[config.mk]
export PLATFORM = sky130hd
export DESIGN_NAME = clock_display_scan
export DESIGN_NICKNAME = d
export VERILOG_FILES = /design/src/rtl/clock_display_scan.sv
export SDC_FILE = /design/constraint.sdc
export NUM_CORES = 1
export LEC_CHECK = 0
export CAP_MARGIN = 20
export CORE_ASPECT_RATIO = 0.75
export CORE_MARGIN = 2
export CORE_UTILIZATION = 51
export DETAILED_ROUTE_END_ITERATION = 10
export GPL_ROUTABILITY_DRIVEN = 0
export PLACE_DENSITY = 0.77
export SKIP_CTS_REPAIR_TIMING = 1
export SLEW_MARGIN = 0
export SYNTH_ARGS = -nofsm -noshare
export SYNTH_HDL_FRONTEND = slang
export SYNTH_SLANG_ARGS = --single-unit
[constraint.sdc]
create_clock -name CP -period 3.15 [get_ports CP]
set_input_delay 0.63 -clock CP [delete_from_list [all_inputs] [get_ports CP]]
set_output_delay 0.63 -clock CP [all_outputs]
set_load 0.02 [all_outputs]
[src/rtl/clock_display_scan.sv]
// rtl/clock_display_scan.sv - time-multiplexed 6-digit 7-segment scan driver (option: LEADING_ZERO_BLANK_EN)
module clock_display_scan #(
    parameter int SCAN_DIV       = 50000,
    parameter bit SEG_ACTIVE_LOW = 1'b1,
    parameter bit DIG_ACTIVE_LOW = 1'b1
) (
    input  logic       CP,
    input  logic       CR,
    input  logic       EN,
    input  logic [7:0] Hour,
    input  logic [7:0] Minute,
    input  logic [7:0] Second,
    output logic [6:0] Seg,
    output logic       DP,
    output logic [5:0] Dig
);

    localparam int           PW         = (SCAN_DIV > 1) ? $clog2(SCAN_DIV) : 1;
    localparam logic [PW-1:0] PRESC_LAST = PW'(SCAN_DIV - 1);
    localparam logic [2:0]   IDX_LAST   = 3'd5;
    localparam logic [6:0]   SEG_POL    = {7{SEG_ACTIVE_LOW}};
    localparam logic [5:0]   DIG_POL    = {6{DIG_ACTIVE_LOW}};

    // Scan timing and frame snapshot state
    logic [PW-1:0] presc_q, presc_d;
    logic [2:0]    idx_q, idx_d;
    logic [23:0]   snap_q, snap_d;
    logic          first_q, first_d;

    // Registered display outputs, already in pin polarity
    logic [6:0]    seg_q, seg_d;
    logic          dp_q, dp_d;
    logic [5:0]    dig_q, dig_d;

    // Active-high intermediates
    logic [3:0]    nib;
    logic [6:0]    seg_ah;
    logic          dp_ah;
    logic [5:0]    dig_ah;
    logic          tick;

    // 8421 BCD to segments {g,f,e,d,c,b,a}; non-decimal nibbles show a dash
    function automatic logic [6:0] seg_decode(input logic [3:0] n);
        logic [6:0] s;
        case (n)
            4'd0:    s = 7'h3F;
            4'd1:    s = 7'h06;
            4'd2:    s = 7'h5B;
            4'd3:    s = 7'h4F;
            4'd4:    s = 7'h66;
            4'd5:    s = 7'h6D;
            4'd6:    s = 7'h7D;
            4'd7:    s = 7'h07;
            4'd8:    s = 7'h7F;
            4'd9:    s = 7'h6F;
            default: s = 7'h40;
        endcase
        return s;
    endfunction

    // Prescaler, digit index and snapshot next-state; snapshot only moves at frame
    // boundaries (or right after reset) so a frame never mixes old and new time
    always_comb begin
        presc_d = presc_q;
        idx_d   = idx_q;
        snap_d  = snap_q;
        first_d = 1'b0;
        tick    = (presc_q == PRESC_LAST);

        if (first_q) begin
            snap_d = {Hour, Minute, Second};
        end

        if (tick) begin
            presc_d = '0;
            if (idx_q == IDX_LAST) begin
                idx_d  = 3'd0;
                snap_d = {Hour, Minute, Second};
            end else begin
                idx_d = idx_q + 3'd1;
            end
        end else begin
            presc_d = presc_q + PW'(1);
        end
    end

    // Digit select, decode, separator and blanking for the digit at idx_q
    always_comb begin
        nib    = 4'd0;
        dig_ah = 6'b000000;
        case (idx_q)
            3'd0:    begin nib = snap_q[3:0];   dig_ah = 6'b000001; end
            3'd1:    begin nib = snap_q[7:4];   dig_ah = 6'b000010; end
            3'd2:    begin nib = snap_q[11:8];  dig_ah = 6'b000100; end
            3'd3:    begin nib = snap_q[15:12]; dig_ah = 6'b001000; end
            3'd4:    begin nib = snap_q[19:16]; dig_ah = 6'b010000; end
            3'd5:    begin nib = snap_q[23:20]; dig_ah = 6'b100000; end
            default: begin nib = 4'd0;          dig_ah = 6'b000000; end
        endcase

        seg_ah = seg_decode(nib);
        // H.MM.SS separators blink with the seconds units LSB
        dp_ah  = ((idx_q == 3'd2) || (idx_q == 3'd4)) && !snap_q[0];

`ifdef LEADING_ZERO_BLANK_EN
        // Keep the hour tens strobe but show nothing when it is a leading zero
        if ((idx_q == 3'd5) && (snap_q[23:20] == 4'd0)) begin
            seg_ah = 7'h00;
            dp_ah  = 1'b0;
        end
`endif

        if (!EN) begin
            dig_ah = 6'b000000;
            seg_ah = 7'h00;
            dp_ah  = 1'b0;
        end

        seg_d = seg_ah ^ SEG_POL;
        dp_d  = dp_ah ^ SEG_ACTIVE_LOW;
        dig_d = dig_ah ^ DIG_POL;
    end

    // All state, including outputs, registered together so Dig and Seg switch in the same cycle
    always_ff @(posedge CP) begin
        if (CR) begin
            presc_q <= '0;
            idx_q   <= 3'd0;
            snap_q  <= 24'h000000;
            first_q <= 1'b1;
            seg_q   <= SEG_POL;
            dp_q    <= SEG_ACTIVE_LOW;
            dig_q   <= DIG_POL;
        end else begin
            presc_q <= presc_d;
            idx_q   <= idx_d;
            snap_q  <= snap_d;
            first_q <= first_d;
            seg_q   <= seg_d;
            dp_q    <= dp_d;
            dig_q   <= dig_d;
        end
    end

    assign Seg = seg_q;
    assign DP  = dp_q;
    assign Dig = dig_q;

endmodule

# After elaboration in Yosys (flattened, before gate mapping)
# Memories as Yosys holds them, arrays and structs flattened.
# Index checks and enable logic that the tools add are counted.
[word_totals]
memories = 1
in_bits = 27
reg_bits = 58
rom_bits = 112
output_inout_bits = 14
[classes]
add_sub_neg = 2
eq_ne = 6
n_reduce_logical = 5
bitwise_logic = 3
mux = 10
[mem_list]
columns = ["name", "words", "width", "rd", "rd_clocked_by_memory_dff", "wr", "line", "source"]
rows = [
  ["(name not given)", 16, 7, 1, 0, 0, "45", "case (n)"],
]
[ops]
columns = ["op", "count"]
rows = [
  ["$mux W24", 3],
  ["$pmux W6 S6", 1],
  ["$pmux W4 S6", 1],
  ["$add A16 B1 Y16 const B", 1],
  ["$eq A16 B16 Y1 const B", 1],
  ["$mux W7", 1],
  ["$not A7 Y7", 1],
  ["$eq A3 B2 Y1 const B", 2],
  ["$eq A3 B3 Y1 const B", 2],
  ["$mux W6", 1],
  ["$not A6 Y6", 1],
  ["$add A3 B1 Y3 const B", 1],
  ["$eq A3 B1 Y1 const B", 1],
  ["$logic_not A3 Y1", 1],
  ["$mux W3", 1],
  ["$mux W1", 2],
  ["$reduce_or A2 Y1", 1],
  ["$logic_and A1 B1 Y1", 1],
  ["$logic_not A1 Y1", 1],
  ["$logic_or A1 B1 Y1", 1],
  ["$not A1 Y1", 1],
]

# Logic depth before layout (Yosys ltp)
[logic_depth]
ltp_word = 5
mapped_depth = 10
depth_no_buf = 9

# Worst setup path before layout
# OpenSTA, ideal clock, no wires.
[synth_path]
path_kind = "reg-to-reg"
start = "reg idx_q[2]"
end = "reg seg_q[0], in the netlist Seg[0]"
synth_period_minus_slack_ps = 2653
t_arrival_ps = 2525
n_path_buf = 1
stages_incl_launch_ff = 11
setup_time_ps = 129
slack_ps = 497
cell_sequence = "dfxtp_1 -> buf_1 -> inv_1 -> ha_1 -> a22o_1 -> a211oi_1 -> inv_1 -> ha_1 -> nand3b_1 -> a211o_1 -> a21boi_0"
[synth_between]
elab_chain_len = 5
word_cells_on_any_way = 10
classes_between = "eq/ne: 5; mux: 2; bitwise: 1; reduce/logical: 1; memory: 1"
[synth_rtl]
columns = ["element", "line", "source"]
rows = [
  ["start, declared", "26", "logic [2:0] idx_q, idx_d;"],
  ["start signal, assigned", "136", "idx_q <= idx_d;"],
  ["$eq A3 B3 Y1, or another cell as far along", "91", "case (idx_q)"],
  ["$pmux W4 S6 *", "91", ""],
  ["$mem_v2 Z16 W7 *", "n/a", ""],
  ["$mux W7 *", "113", "if (!EN) begin"],
  ["$not A7 Y7 (no source line) *", "n/a", ""],
  ["end signal, assigned", "139", "seg_q <= seg_d;"],
  ["end, declared", "31", "logic [6:0] seg_q, seg_d;"],
]
# Every way passes the cells marked *; elsewhere a longest branch is shown, timed or not.
# A chain may end at the register's enable or synchronous reset.

# Worst setup path after layout
# Same ends and word-level chain as after synthesis.

==> reports/qor.txt <==
Status = complete, no violations
Drt wl/cell = 13.04 um
Yosys warns = 0
Post-route DRC = 0
Int Pwr = 1.269 mW
CP peak stage delay = 610 ps
Async set-reset flop share out of synthesis = 0
Post-synth top area share = 0.4605
Combinational power share = 0.091
Starting Density = 0.5234
CP Max Fanout = 14
Final std cells w/o fill = 372
Post-synth top area cell = dfxtp_1
IO Count = 41
Area of the mapped netlist = 0.002521 sq mm
CTS max path bufs = 2
CTS tree = built
Port Buffers = 40
Sequential area share after synthesis = 0.4605
Detailed Place HPWL = 3522 um
Avg Cell Area, Syn = 9.478 sq um
Die span in x = 85.19 um
Fraction of layout cells with a size suffix above 1 = 0.08333
Endpoint class of the critical path = register
Compound-Gate Fraction of Synth Area = 0.06948
TNS Setup = 0 ps
Mapped Nets = 301
Total Nets Final = 343
Synth top area cells = dfxtp_1 (46%), mux2i_1 (11%), nor2_1 (7.9%)
PD cells = 513.1 mW/mm^2
Pre-CTS setup slack = 561.0 ps
Top FF cell, synth = dfxtp_1
Antenna violations before repair = 0
First-pass GRT wire length = 8300 um
Die area = 0.005528 sq mm
GR Overflow Total = 0
EDFF count, synth = 0
Largest family of logic cells by synthesized area = simple AND/OR/NAND/NOR gates
Reg power frac = 0.482
CTS H-tree depth = 3
Crit path required time = 3350 ps
Clk slew on worst S/H paths = 60 ps
Psw = 0.3500 mW
Final WL = 4850 um
Clock share of power = 0.427
DR pass1 iterations = 5
Initial DRC count = 162
CP startpoint kind = register
Tcrit/Tclk final = 0.8227
Fill cell count = 394
Placed Instances = 357
GRT Util Overall = 0.1905
Slew Viols, Final = 0
Synth Area in XOR/XNOR = 0.05211
Cell count after synthesis = 266
Clk_skew = 4.876 ps
Post-Synth Simple-Gate Area = 0.2114
Worst-skew pair later-pin latency = 320 ps
Largest net degree at the start of global routing = 31
Post-DRT Antenna Nets = 0
Hold Vio Cnt, Final = 0
RSZ-0062 raised after global routing = no
Max Cap Viol = 0
Inserted Clock Buffers = 9
Ant diodes = 0
Multi-input logic area = 0.001254 sq mm
PnR worst setup slack = 558.3 ps
Peak VDD IR = 361.0 uV
Arr. time, crit path = 2790 ps
Cell breakdown of the critical path = inv_1 -> ha_1 -> a22o_1 -> a211oi_1 -> buf_4 -> inv_1 -> ha_1 -> nand3b_1 -> a211o_1 -> a21boi_0
Vias per cell = 5.204
Worst-Margin Slew = 642.3 ps
Final setup viols = 0
Slowest stage cell, crit path = dfxtp_1
Max frequency = 0.3859 GHz
Vias in the first global route = 1773
Mux cell area share after synthesis = 0.1246
Distinct cells, synth = 43
Max transition margin = 0.5718
Fin util = 0.6548
Final Critical Period = 2592 ps
Detailed-route via count = 1936
Leakage = 1.303 nW
Flops & latches, synth = 58
CTS root buffer = clkbuf_8
Layout area overhead = 25.11%
Hold/Removal Path Class = reg -> reg
Post-Synth Adder-Cell Area = 0.03970
Core footprint = 0.004817 sq mm
Chip height = 64.89 um
Switching Share = 0.2163
Crit path kind = reg -> reg
Num rows = 22
# clock sinks = 58
FF/Latch Area = 0.001161 sq mm
## cell families (layout without fill, tap and decap cells)
| group | after synthesis | in the layout |
|---|---|---|
| and+or+nand+nor | 109 | 109 |
| DFF | 58 | 58 |
| muxes | 31 | 31 |
| AOI/OAI and AO/OA | 24 | 24 |
| buffers and inverters | 21 | 67 |
| xor gates and xnor gates | 15 | 15 |
| adders and majority gates | 8 | 8 |
## registers in the layout (all words and copies together), names as in the netlist
signal and flops:
first_q 1, snap_q 24, presc_q 16, DP 1, Dig 6, Seg 7
idx_q 3
## metrics by stage
stage | power (mW) | area, sq um | hold slack (ps)
6_report | 1.619 | 3154 | 470.3
5_1_grt | 1.687 | 3154 | 528.6
4_1_cts | 1.636 | 3154 | 468.2
3_5_place_dp | 0.9446 | 2950 | 453.8
3_3_place_gp | 0.9420 | 2950 | 446.5
2_1_floorplan | 0.8795 | 2521 | 422.3
## layout by cell type (no fill, tap or decap), types with 2 or more instances in the layout
master,n
o21ai_0,3
xor2_1,9
ha_1,8
mux2i_1,28
xnor2_1,6
a21o_1,2
nand3b_1,11
o221ai_1,2
and3_1,3
nor3b_1,2
buf_4,4
clkbuf_8,12
nand3_1,8
nor2_1,53
and2_1,2
inv_1,8
nand4_1,3
a21oi_1,6
or3_1,2
and4_1,2
nand2_1,13
a211o_1,2
dfxtp_1,58
mux2_2,3
nor3_1,2
or2_2,3
clkdlybuf4s50_1,40
## cell usage after synthesis (all sizes together), types with 2 or more instances
| library cell | count |
|---|---|
| and2 | 2 |
| and4 | 2 |
| dfxtp | 58 |
| and3 | 3 |
| inv | 8 |
| nor2 | 53 |
| nand2 | 13 |
| nor3 | 3 |
| xnor2 | 6 |
| mux2i | 28 |
| nand4 | 3 |
| buf | 5 |
| o21ai | 3 |
| a21oi | 6 |
| ha | 8 |
| a211o | 2 |
| or3 | 2 |
| mux2 | 3 |
| nor3b | 2 |
| o221ai | 2 |
| or2 | 3 |
| nand3b | 11 |
| xor2 | 9 |
| nand3 | 8 |
| clkbuf | 8 |
| a21o | 2 |
## worst paths after layout
path / depth (start not counted) / start / to / slack [ps]
hold / removal: 1 / presc_q[0] / presc_q[0] / 470
setup / recovery: 10 / idx_q[2] / Seg[0] / 560
hold reg to reg: 1 / presc_q[0] / presc_q[0] / 470
setup reg to reg: 10 / idx_q[2] / Seg[0] / 560
## metal layers
| layer | up-vias | track usage | wire length [um] |
|---|---|---|---|
| li1 | 990 | - | - |
| met3 | 4 | 0.05860 | 250 |
| met4 | 0 | 0.07341 | 32 |
| met1 | 883 | 0.2660 | 2548 |
| met2 | 59 | 0.2744 | 2018 |
| met5 | - | 0 | 0 |
## critical path: cells and delay by family (launching register included)
family | cells | cell delay [ps]
flip-flops | 1 | 610
AO/OA/AOI/OAI | 4 | 900
AND/OR/NAND/NOR | 1 | 150
buffers and inverters | 3 | 360
adder cells (fa/ha/maj) | 2 | 450
## power by group through the flow
stage | registers [mW] | clock network (mW) | logic (mW)
2_1_floorplan | 0.799 | 0 | 0.0805
3_3_place_gp | 0.796 | 0 | 0.146
3_5_place_dp | 0.796 | 0 | 0.148
4_1_cts | 0.780 | 0.707 | 0.149
5_1_grt | 0.784 | 0.741 | 0.163
6_report | 0.781 | 0.690 | 0.148
## area by class of cell
| cell class | count | share of cell area |
|---|---|---|
| Multi-Input combinational cell | 187 | 0.3975 |
| Sequential cell | 58 | 0.3681 |
| Tap cell | 60 | 0.02380 |
| Clock inverter | 2 | 0.01111 |
| Timing Repair Buffer | 44 | 0.1365 |
| Inverter | 8 | 0.009520 |
| Clock buffer | 13 | 0.05355 |
Note: power is estimated with default switching activity, not from simulation.
